--- config.mk ---
export PLATFORM = sky130hd
export DESIGN_NAME = wb_arbiter
export DESIGN_NICKNAME = d
export VERILOG_FILES = /design/src/rtl/wb_arbiter_pkg.sv /design/src/rtl/wb_fifo.sv /design/src/rtl/wb_arbiter.sv
export SDC_FILE = /design/constraint.sdc
export NUM_CORES = 1
export LEC_CHECK = 0
export ABC_CLOCK_PERIOD_IN_PS = 2970
export CAP_MARGIN = 40
export CORE_ASPECT_RATIO = 1.75
export CORE_MARGIN = 2
export CORE_UTILIZATION = 49
export CTS_CLUSTER_SIZE = 24
export DETAILED_ROUTE_END_ITERATION = 16
export GPL_TIMING_DRIVEN = 0
export PLACE_DENSITY = 0.79
export SLEW_MARGIN = 30
export SYNTH_ARGS = -nofsm -noshare
export SYNTH_HDL_FRONTEND = slang
export SYNTH_SLANG_ARGS = --single-unit
--- constraint.sdc ---
create_clock -name clk -period 2.97 [get_ports clk]
set_input_delay 0.4455 -clock clk [delete_from_list [all_inputs] [get_ports clk]]
set_output_delay 0.4455 -clock clk [all_outputs]
set_load 0.01 [all_outputs]
--- src/rtl/wb_arbiter_pkg.sv ---
// Shared types and helpers for the writeback arbiter: the queued-result entry
// and the legality check on the result FIFO depth.
package wb_arbiter_pkg;

  localparam int REG_W  = 5;
  localparam int DATA_W = 32;

  typedef struct packed {
    logic              live;
    logic [REG_W-1:0]  rd;
    logic [DATA_W-1:0] data;
  } wb_entry_t;

  function automatic bit depth_is_legal(input int depth);
    return (depth == 2) || (depth == 4) || (depth == 8);
  endfunction

  function automatic logic [31:0] reg_onehot(input logic [REG_W-1:0] rd);
    return 32'd1 << rd;
  endfunction

endpackage

--- src/rtl/wb_fifo.sv ---
// Long-latency result queue: power-of-two ring buffer whose entries can be
// squashed by destination register while they wait.
module wb_fifo
  import wb_arbiter_pkg::*;
#(
  parameter int DEPTH = 2
) (
  input  logic              clk_i,
  input  logic              reset_i,
  input  logic              push_i,
  input  wb_entry_t         push_entry_i,
  input  logic              pop_i,
  input  logic              squash_en_i,
  input  logic [REG_W-1:0]  squash_rd_i,
  output wb_entry_t         head_o,
  output logic              empty_o,
  output logic [$clog2(DEPTH):0] count_d_o,
  output logic [31:0]       live_mask_d_o
);

  localparam int PW = $clog2(DEPTH);
  localparam int CW = PW + 1;

  wb_entry_t         entries_q [DEPTH];
  wb_entry_t         entries_d [DEPTH];
  logic [PW-1:0]     wr_q, wr_d;
  logic [PW-1:0]     rd_q, rd_d;
  logic [CW-1:0]     count_q, count_d;
  logic [31:0]       live_mask_d;

  // State registers with synchronous clear of every slot.
  always_ff @(posedge clk_i) begin
    if (reset_i) begin
      for (int i = 0; i < DEPTH; i++) begin
        entries_q[i] <= '0;
      end
      wr_q    <= '0;
      rd_q    <= '0;
      count_q <= '0;
    end else begin
      entries_q <= entries_d;
      wr_q      <= wr_d;
      rd_q      <= rd_d;
      count_q   <= count_d;
    end
  end

  // Next state: squash first, so a pushed entry keeps the live bit it arrives with.
  always_comb begin
    entries_d   = entries_q;
    live_mask_d = 32'd0;
    for (int i = 0; i < DEPTH; i++) begin
      entries_d[i].live = entries_q[i].live &&
                          !(squash_en_i && (entries_q[i].rd == squash_rd_i));
    end
    if (pop_i) begin
      entries_d[rd_q].live = 1'b0;
      rd_d = rd_q + PW'(1);
    end else begin
      rd_d = rd_q;
    end
    if (push_i) begin
      entries_d[wr_q] = push_entry_i;
      wr_d = wr_q + PW'(1);
    end else begin
      wr_d = wr_q;
    end
    case ({push_i, pop_i})
      2'b10:   count_d = count_q + CW'(1);
      2'b01:   count_d = count_q - CW'(1);
      default: count_d = count_q;
    endcase
    for (int i = 0; i < DEPTH; i++) begin
      live_mask_d = live_mask_d |
                    (entries_d[i].live ? reg_onehot(entries_d[i].rd) : 32'd0);
    end
    live_mask_d[0] = 1'b0;
  end

  assign head_o        = entries_q[rd_q];
  assign empty_o       = (count_q == CW'(0));
  assign count_d_o     = count_d;
  assign live_mask_d_o = live_mask_d;

endmodule

--- src/rtl/wb_arbiter.sv ---
// Register-file write-port arbiter: pipeline writes always win; long-latency
// results wait in wb_fifo and drain on idle cycles, with WAW squashing.
module wb_arbiter
  import wb_arbiter_pkg::*;
#(
  parameter int DEPTH = 2
) (
  input  logic              clk,
  input  logic              reset,
  input  logic              pipe_we,
  input  logic [REG_W-1:0]  pipe_rd,
  input  logic [DATA_W-1:0] pipe_wd,
  input  logic              lu_valid,
  output logic              lu_ready,
  input  logic [REG_W-1:0]  lu_rd,
  input  logic [DATA_W-1:0] lu_wd,
  output logic              we3,
  output logic [REG_W-1:0]  a3,
  output logic [DATA_W-1:0] wd3,
  output logic [31:0]       pending,
  output logic              stall_req
);

  localparam int CW = $clog2(DEPTH) + 1;

  if (!depth_is_legal(DEPTH)) begin : g_bad_depth
    $error("wb_arbiter: DEPTH must be 2, 4 or 8");
  end

  logic          eff_pipe_s;
  logic          push_s;
  logic          pop_s;
  wb_entry_t     push_entry_s;
  wb_entry_t     head_s;
  logic          empty_s;
  logic [CW-1:0] count_d_s;
  logic [31:0]   mask_d_s;
  logic          lu_ready_q;
  logic          stall_q;
  logic [31:0]   pending_q;

  assign eff_pipe_s = pipe_we && (pipe_rd != 5'd0);
  // Reset gates both ends of the queue so nothing leaks into the register file.
  assign push_s     = lu_valid && lu_ready_q && !reset && (lu_rd != 5'd0);
  assign pop_s      = !eff_pipe_s && !empty_s && !reset;

  // Entry offered this cycle, born squashed if the pipeline writes the same register now.
  always_comb begin
    push_entry_s.live = !(eff_pipe_s && (pipe_rd == lu_rd));
    push_entry_s.rd   = lu_rd;
    push_entry_s.data = lu_wd;
  end

  wb_fifo #(.DEPTH(DEPTH)) u_fifo (
    .clk_i         (clk),
    .reset_i       (reset),
    .push_i        (push_s),
    .push_entry_i  (push_entry_s),
    .pop_i         (pop_s),
    .squash_en_i   (eff_pipe_s),
    .squash_rd_i   (pipe_rd),
    .head_o        (head_s),
    .empty_o       (empty_s),
    .count_d_o     (count_d_s),
    .live_mask_d_o (mask_d_s)
  );

  // Write-port mux, combinational so register-file write-through is not delayed.
  always_comb begin
    if (eff_pipe_s) begin
      we3 = 1'b1;
      a3  = pipe_rd;
      wd3 = pipe_wd;
    end else if (pop_s) begin
      we3 = head_s.live;
      a3  = head_s.rd;
      wd3 = head_s.data;
    end else begin
      we3 = 1'b0;
      a3  = 5'd0;
      wd3 = 32'd0;
    end
  end

  // Flow-control and pending-mask registers, derived from next FIFO state.
  always_ff @(posedge clk) begin
    if (reset) begin
      lu_ready_q <= 1'b1;
      stall_q    <= 1'b0;
      pending_q  <= 32'd0;
    end else begin
      lu_ready_q <= (count_d_s < CW'(DEPTH));
      stall_q    <= !(count_d_s < CW'(DEPTH));
      pending_q  <= mask_d_s;
    end
  end

  assign lu_ready  = lu_ready_q;
  assign stall_req = stall_q;
  assign pending   = pending_q;

endmodule

==> qor.csv, run 1 <==
metric,value,unit
grt-ovfl-total,0,
avgSynthCellArea,7.84,um2
holdBufCountCts,0,
status,completed,
htree_levels,3,
yosys-top-cells-count,"nand2_1, dfxtp_1, a21oi_1",
drt-pass1-iter-count,7,
core,11500,um2
antenna_found_initial,0,
die_area,12600,um2
drcViolationCount,0,
die_y,147,um
fillers,984,
final-max-slew-violation-count,0,
timing.final.crit_period,2.90,ns
vias,6069,
leakage,2.94,nW
setup_violations,0,
vdd_drop_max,369,uV
synth_top_area_share,39.3,%
cts_tree,yes,
die_x,85.6,um
synthDistinctLibCells,65,
yosys_warnings,0,
clockBufferDepth,2,
clkTransAtPathRegs,0.08,ns
cts_root_buf,clkbuf_16,
cp-start-kind,primary input,
area_delta_synth_final,35.6,%
cp-end-kind,primary output,
drt_iter0_drc,326,
synth_area,5710,um2
nets,961,
syn_nets,807,
start_util,49.8,%
finalHoldViolations,0,
worstSkewPairLatency,0.36,ns
synth_area_leader_cell,dfxtp_1,
synth_ff_type,dfxtp_1,
cap_violations,0,
synth_edf_count,0,
via_per_inst,5.94,
crit_type,primary input to primary output,
grt_pass1_vias,6251,
gp_congestion,0.996,
cp_data_required_time,2.52,ns
ant_nets,0,
grt_max_degree,22,
wire_per_inst,20.4,um
track_usage,33.1,%
power.density,448,nW/um2
skew,0.00775,ns
row_count,52,
critPathMaxFanout,10,
holdWs,0.456,ns
grt_pass1_wl,32.1,mm
n_antenna_cell,0,
async_flop_share,0,%
cts_buffers,9,
holdCritPathClass,register to register,
drive_above_1_share,8.12,%
post-synth-top-count-cell,nand2_1,
tns,0,ns
tightestPinTransition,0.943,ns
seq_area_frac_synth,39.3,%
crit_arrival,2.46,ns
ys_top_cells_by_area,"dfxtp_1, nand2_1, mux2i_1",
synth-seq-cells,112,
pin_count,150,
slew_headroom,36.6,%
fin_crit_sh,97.8,%
port_buffers,141,
max_freq,0.344,GHz
routed_wl,20.8,mm
netlist_instances,728,
dp_hpwl,16.2,mm
cts.sinks,112,
==> final timing paths <==
path | startpoint | endpoint | slack, ns | cells after the start
max | pipe_rd[0] | wd3[29] | 0.07 | 7
min reg2reg | u_fifo.entries_q[63] | u_fifo.entries_q[63] | 0.46 | 2
min | u_fifo.entries_q[63] | u_fifo.entries_q[63] | 0.46 | 2
max reg2reg | u_fifo.entries_q[32] | pending[13] | 0.19 | 6
==> layout by cell type, fill, tap and decap left out, types with 4 or more instances in the layout <==
cell	instances
mux2i_1	45
o31ai_2	6
a21oi_1	81
nor3_1	7
clkbuf_2	11
dfxtp_1	112
o32ai_1	7
dlymetal6s2s_1	20
xnor2_1	12
clkbuf_1	36
o22ai_1	9
o21ai_0	12
buf_4	5
xor2_1	6
nand2b_1	7
or2_2	5
nor3b_1	4
o31ai_1	28
a22o_1	13
clkbuf_4	7
dlygate4sd2_1	16
inv_1	7
clkbuf_16	9
clkdlybuf4s50_1	103
buf_2	8
a32o_1	5
nor2_1	24
nand2_1	201
==> through the flow <==
stage                     total power (W)  instances  worst slack, ns  util, %  area [um2]
after floorplan                   0.00196        728            0.301        -        5710
after global routing              0.00359       1022          -0.0101     67.6        7740
after CTS                         0.00347       1020          0.00647     66.8        7650
final                             0.00347       1022           0.0667     67.6        7740
after global placement            0.00226       1004           -0.602     63.6        7290
after detailed placement          0.00227       1004           -0.571     63.7        7290
==> sequential cells by signal, indices dropped and copies added (netlist names) <==
| signal | count |
|---|---|
| u_fifo.entries_q | 76 |
| pending | 31 |
| u_fifo.count_q | 2 |
| lu_ready | 1 |
| u_fifo.rd_q | 1 |
| u_fifo.wr_q | 1 |
==> critical path, stage by stage <==
cell and delay [ns]:
clkbuf_2 0.17, or4_4 0.57, o21a_2 0.27, buf_4 0.20, clkbuf_4 0.21, o31ai_1 0.28
clkdlybuf4s15_1 0.29
==> cells by family (layout without fill, tap and decap cells) <==
logic type | count (synthesis) | count (layout) | synth area share [%]
fa+ha+maj | 1 | 1 | 0.219
compound gates | 200 | 200 | 23.5
other cells | 1 | 1 | 0.0657
flops | 112 | 112 | 39.3
mux | 46 | 46 | 8.09
xor+xnor | 18 | 18 | 2.76
simple gates | 277 | 277 | 21.0
buf+inv | 73 | 232 | 5.11
==> report_power, final <==
part | switching, W | internal (W) | leakage, nW
registers | 0.0000295 | 0.00155 | 0.907
logic | 0.000394 | 0.000286 | 1.89
clock network | 0.000617 | 0.000594 | 0.146
total | 0.00104 | 0.00243 | 2.94
==> layout make-up <==
cell class	instances	area (um2)	area share, %
tap	135	169	2.18
buffer	65	304	3.93
inverter	7	26.3	0.340
sequential	112	2240	29.0
multi-input combinational	543	3240	41.8
clock buffer	9	225	2.91
timing repair buffer	144	1460	18.9
clock inverter	7	72.6	0.938
==> what timing repair did <==
action                                  CTS  global route
resized for setup                        49            36
pin swaps                                 0             1
endpoints found under the setup margin   75            63
hold endpoints to repair                  0             0
cloned                                    0             0
buffers inserted                          1             1
==> metal layers <==
metal  vias to the layer above  wire [um]  GRT usage (%)
met5                         -          0              0
met1                      2837       6910           29.6
met4                         0       1490           25.6
met3                        94        982           5.39
li1                       2865          -              -
met2                       273      11500           63.0
Power figures use the tool's default switching activity.
==> run 2, diff against run 1 <==
--- a/config.mk
+++ b/config.mk
@@ -9,9 +9,10 @@
 export CAP_MARGIN = 40
 export CORE_ASPECT_RATIO = 1.75
 export CORE_MARGIN = 2
-export CORE_UTILIZATION = 49
+export CORE_UTILIZATION = 64
 export CTS_CLUSTER_SIZE = 24
 export DETAILED_ROUTE_END_ITERATION = 16
+export DONT_BUFFER_PORTS = 1
 export GPL_TIMING_DRIVEN = 0
 export PLACE_DENSITY = 0.79
 export SLEW_MARGIN = 30
==> run 2 against run 1 <==
Against the previous run:
- worst hold slack worse by 0.25 ns
- sequential power is essentially flat
- setup slack about the same
- sequential share of layout area grew 6.9 points
- via count fell by 5.7%
- largest power group unchanged
==> qor.csv, run 2 (synthesis results as in run 1) <==
metric,value,unit,change
grt_util_met1,38.9,%,+9.3 points
die_area,9720,um2,-23%
clockBufferDepth,2,,unchanged
worstSkewPairLatency,0.36,ns,about the same
cts_root_buf,clkbuf_16,,
multiInputGateArea,3230,um2,-0.39%
start_util,65.8,%,+16 points
status,completed,,
dp_hpwl,14.2,mm,-12%
regArea,2240,um2,unchanged
tns,0,ns,unchanged
cp-startpoint,pipe_rd[0],,
drt-pass1-iter-count,6,,-1
drcViolationCount,0,,unchanged
fin_crit_sh,97.7,%,about the same
crit_end,wd3[29],,
final_common_cell,nand2_1,,
grt_max_degree,21,,-4.5%
rsz0062_at_grt,no,,
clkTransAtPathRegs,0.08,ns,about the same
cap_violations,0,,unchanged
port_buffers,0,,-100%
use_met3,11.9,%,+6.5 points
die_y,129,um,-12%
crit_arrival,2.46,ns,about the same
htree_levels,3,,unchanged
tightestPinTransition,0.829,ns,-0.114 ns
placed_cell_area,5870,um2,-20%
preCtsSetupSlack,-0.142,ns,+0.429 ns
vdd_drop_max,480,uV,+30%
holdCritPathClass,primary input to register,,
n_antenna_cell,0,,unchanged
die_x,75.4,um,-12%
crit_path_top_delay_cell,or4_1,,
cts.sinks,112,,unchanged
grt-ovfl-total,0,,unchanged
power.density,545,nW/um2,+22%
grt_pass1_vias,5659,,-9.5%
worst_slack,0.0669,ns,+0.000174 ns
finalHoldViolations,0,,unchanged
gp_congestion,1.03,,+3.7%
drive_above_1_share,7.24,%,-0.88 points
final_cell_mix,"nand2_1, dfxtp_1, a21oi_1",,
routed_wl,19.2,mm,-8.0%
cpPeakStageDelay,0.62,ns,+0.05 ns
leakage,2.05,nW,-30%
area_delta_synth_final,9.54,%,
top_usage_layer,met2,,
reg2reg_from,lu_ready,,
finalInstanceArea,6250,um2,-19%
cp_data_required_time,2.52,ns,about the same
drt_iter0_drc,450,,+38%
finish.utilization,72.1,%,+4.5 points
reg2reg_slack,0.20,ns,about the same
timing.final.crit_period,2.90,ns,-0.000174 ns
critPathMaxFanout,10,,unchanged
post-cts-setup-buffers,0,,-1
nets,820,,-15%
ant_nets,0,,unchanged
cp-end-kind,primary output,,
via_per_inst,6.63,,+12%
slew_headroom,44.4,%,+7.8 points
max_freq,0.344,GHz,about the same
rr_worst_depth,6,,unchanged
wire_per_inst,22.2,um,+9.0%
holdWs,0.207,ns,-0.249 ns
cts_buffers,9,,unchanged
cp_cell_sequence,clkbuf_1 > or4_1 > o21a_1 > clkbuf_2 > buf_2 > o31ai_2,,
crit_type,primary input to primary output,,
cts_tree,yes,,
largest_register_ffs,76,,unchanged
cp-start-kind,primary input,,
setup_violations,0,,unchanged
vias,5721,,-5.7%
row_count,45,,-13%
grt_pass1_wl,29.2,mm,-9.0%
pin_count,150,,unchanged
grtUsageMet2,69.8,%,+6.8 points
skew,0.00969,ns,+0.00194 ns
top_register,u_fifo.entries_q,,
core,8670,um2,-24%
holdBufCountCts,0,,unchanged
timing.rr.end,pending[17],,
antenna_found_initial,0,,unchanged
fillers,686,,-30%
final-max-slew-violation-count,0,,unchanged
track_usage,40.5,%,+7.4 points
## run 2: cell types whose count changed in the layout (fill, tap and decap cells not counted), sizes merged
cell | previous run | this run
clkbuf | 63 | 64
clkinv | 4 | 2
clkdlybuf4s50 | 103 | 0
clkdlybuf4s15 | 2 | 0
dlygate4sd2 | 16 | 0
dlymetal6s2s | 20 | 0
buf | 14 | 13
bufinv | 0 | 1
clkdlybuf4s18 | 0 | 1
## run 2: critical path: cells and delay by family
family / cells / cell delay (ns)
compound gates: 2 / 0.64
buf+inv: 3 / 0.74
simple gates: 1 / 0.62
## run 2: power by group
group	switching, W	internal [W]	total [W]
Combinational	0.000356	0.000155	0.000511
Clock	0.000612	0.000699	0.00131
Sequential	0.0000339	0.00155	0.00158
## run 2: repair_timing
action                                  4_1_cts  5_1_grt
gates resized for setup                      10        5
pin swaps                                     0        0
endpoints found under the setup margin       17       23
## run 2: layer usage
layer	vias to the layer above	share of wire, %
met5	-	0
met4	0	7.7
met3	109	8.8
met2	368	52
met1	2670	31
li1	2574	-
## run 2: area by class of cell
type,instances,area share [%]
Clock inverter,6,1.34
Tap cell,117,2.34
Buffer,65,4.24
Inverter,7,0.420
Multi-Input combinational cell,543,51.6
Timing Repair Buffer,3,0.340
Clock buffer,10,3.82
Sequential cell,112,35.9
## run 2: worst min-delay path by stage
stage,to,startpoint,slack [ns],depth (start not counted)
after global placement,u_fifo.entries_q[68],u_fifo.entries_q[68],0.44,2
after global routing,u_fifo.entries_q[24],lu_wd[24],0.21,2
after detailed placement,u_fifo.entries_q[55],u_fifo.entries_q[55],0.45,2
after floorplan,u_fifo.entries_q[38],u_fifo.entries_q[38],0.44,2
final,u_fifo.entries_q[25],lu_wd[25],0.21,2
after CTS,u_fifo.entries_q[9],lu_wd[9],0.21,2
## run 2: metrics by stage
stage	power (W)	cells
2_1_floorplan	0.00196	728
3_3_place_gp	0.00208	845
3_5_place_dp	0.00210	847
4_1_cts	0.00337	862
5_1_grt	0.00348	863
6_report	0.00340	863
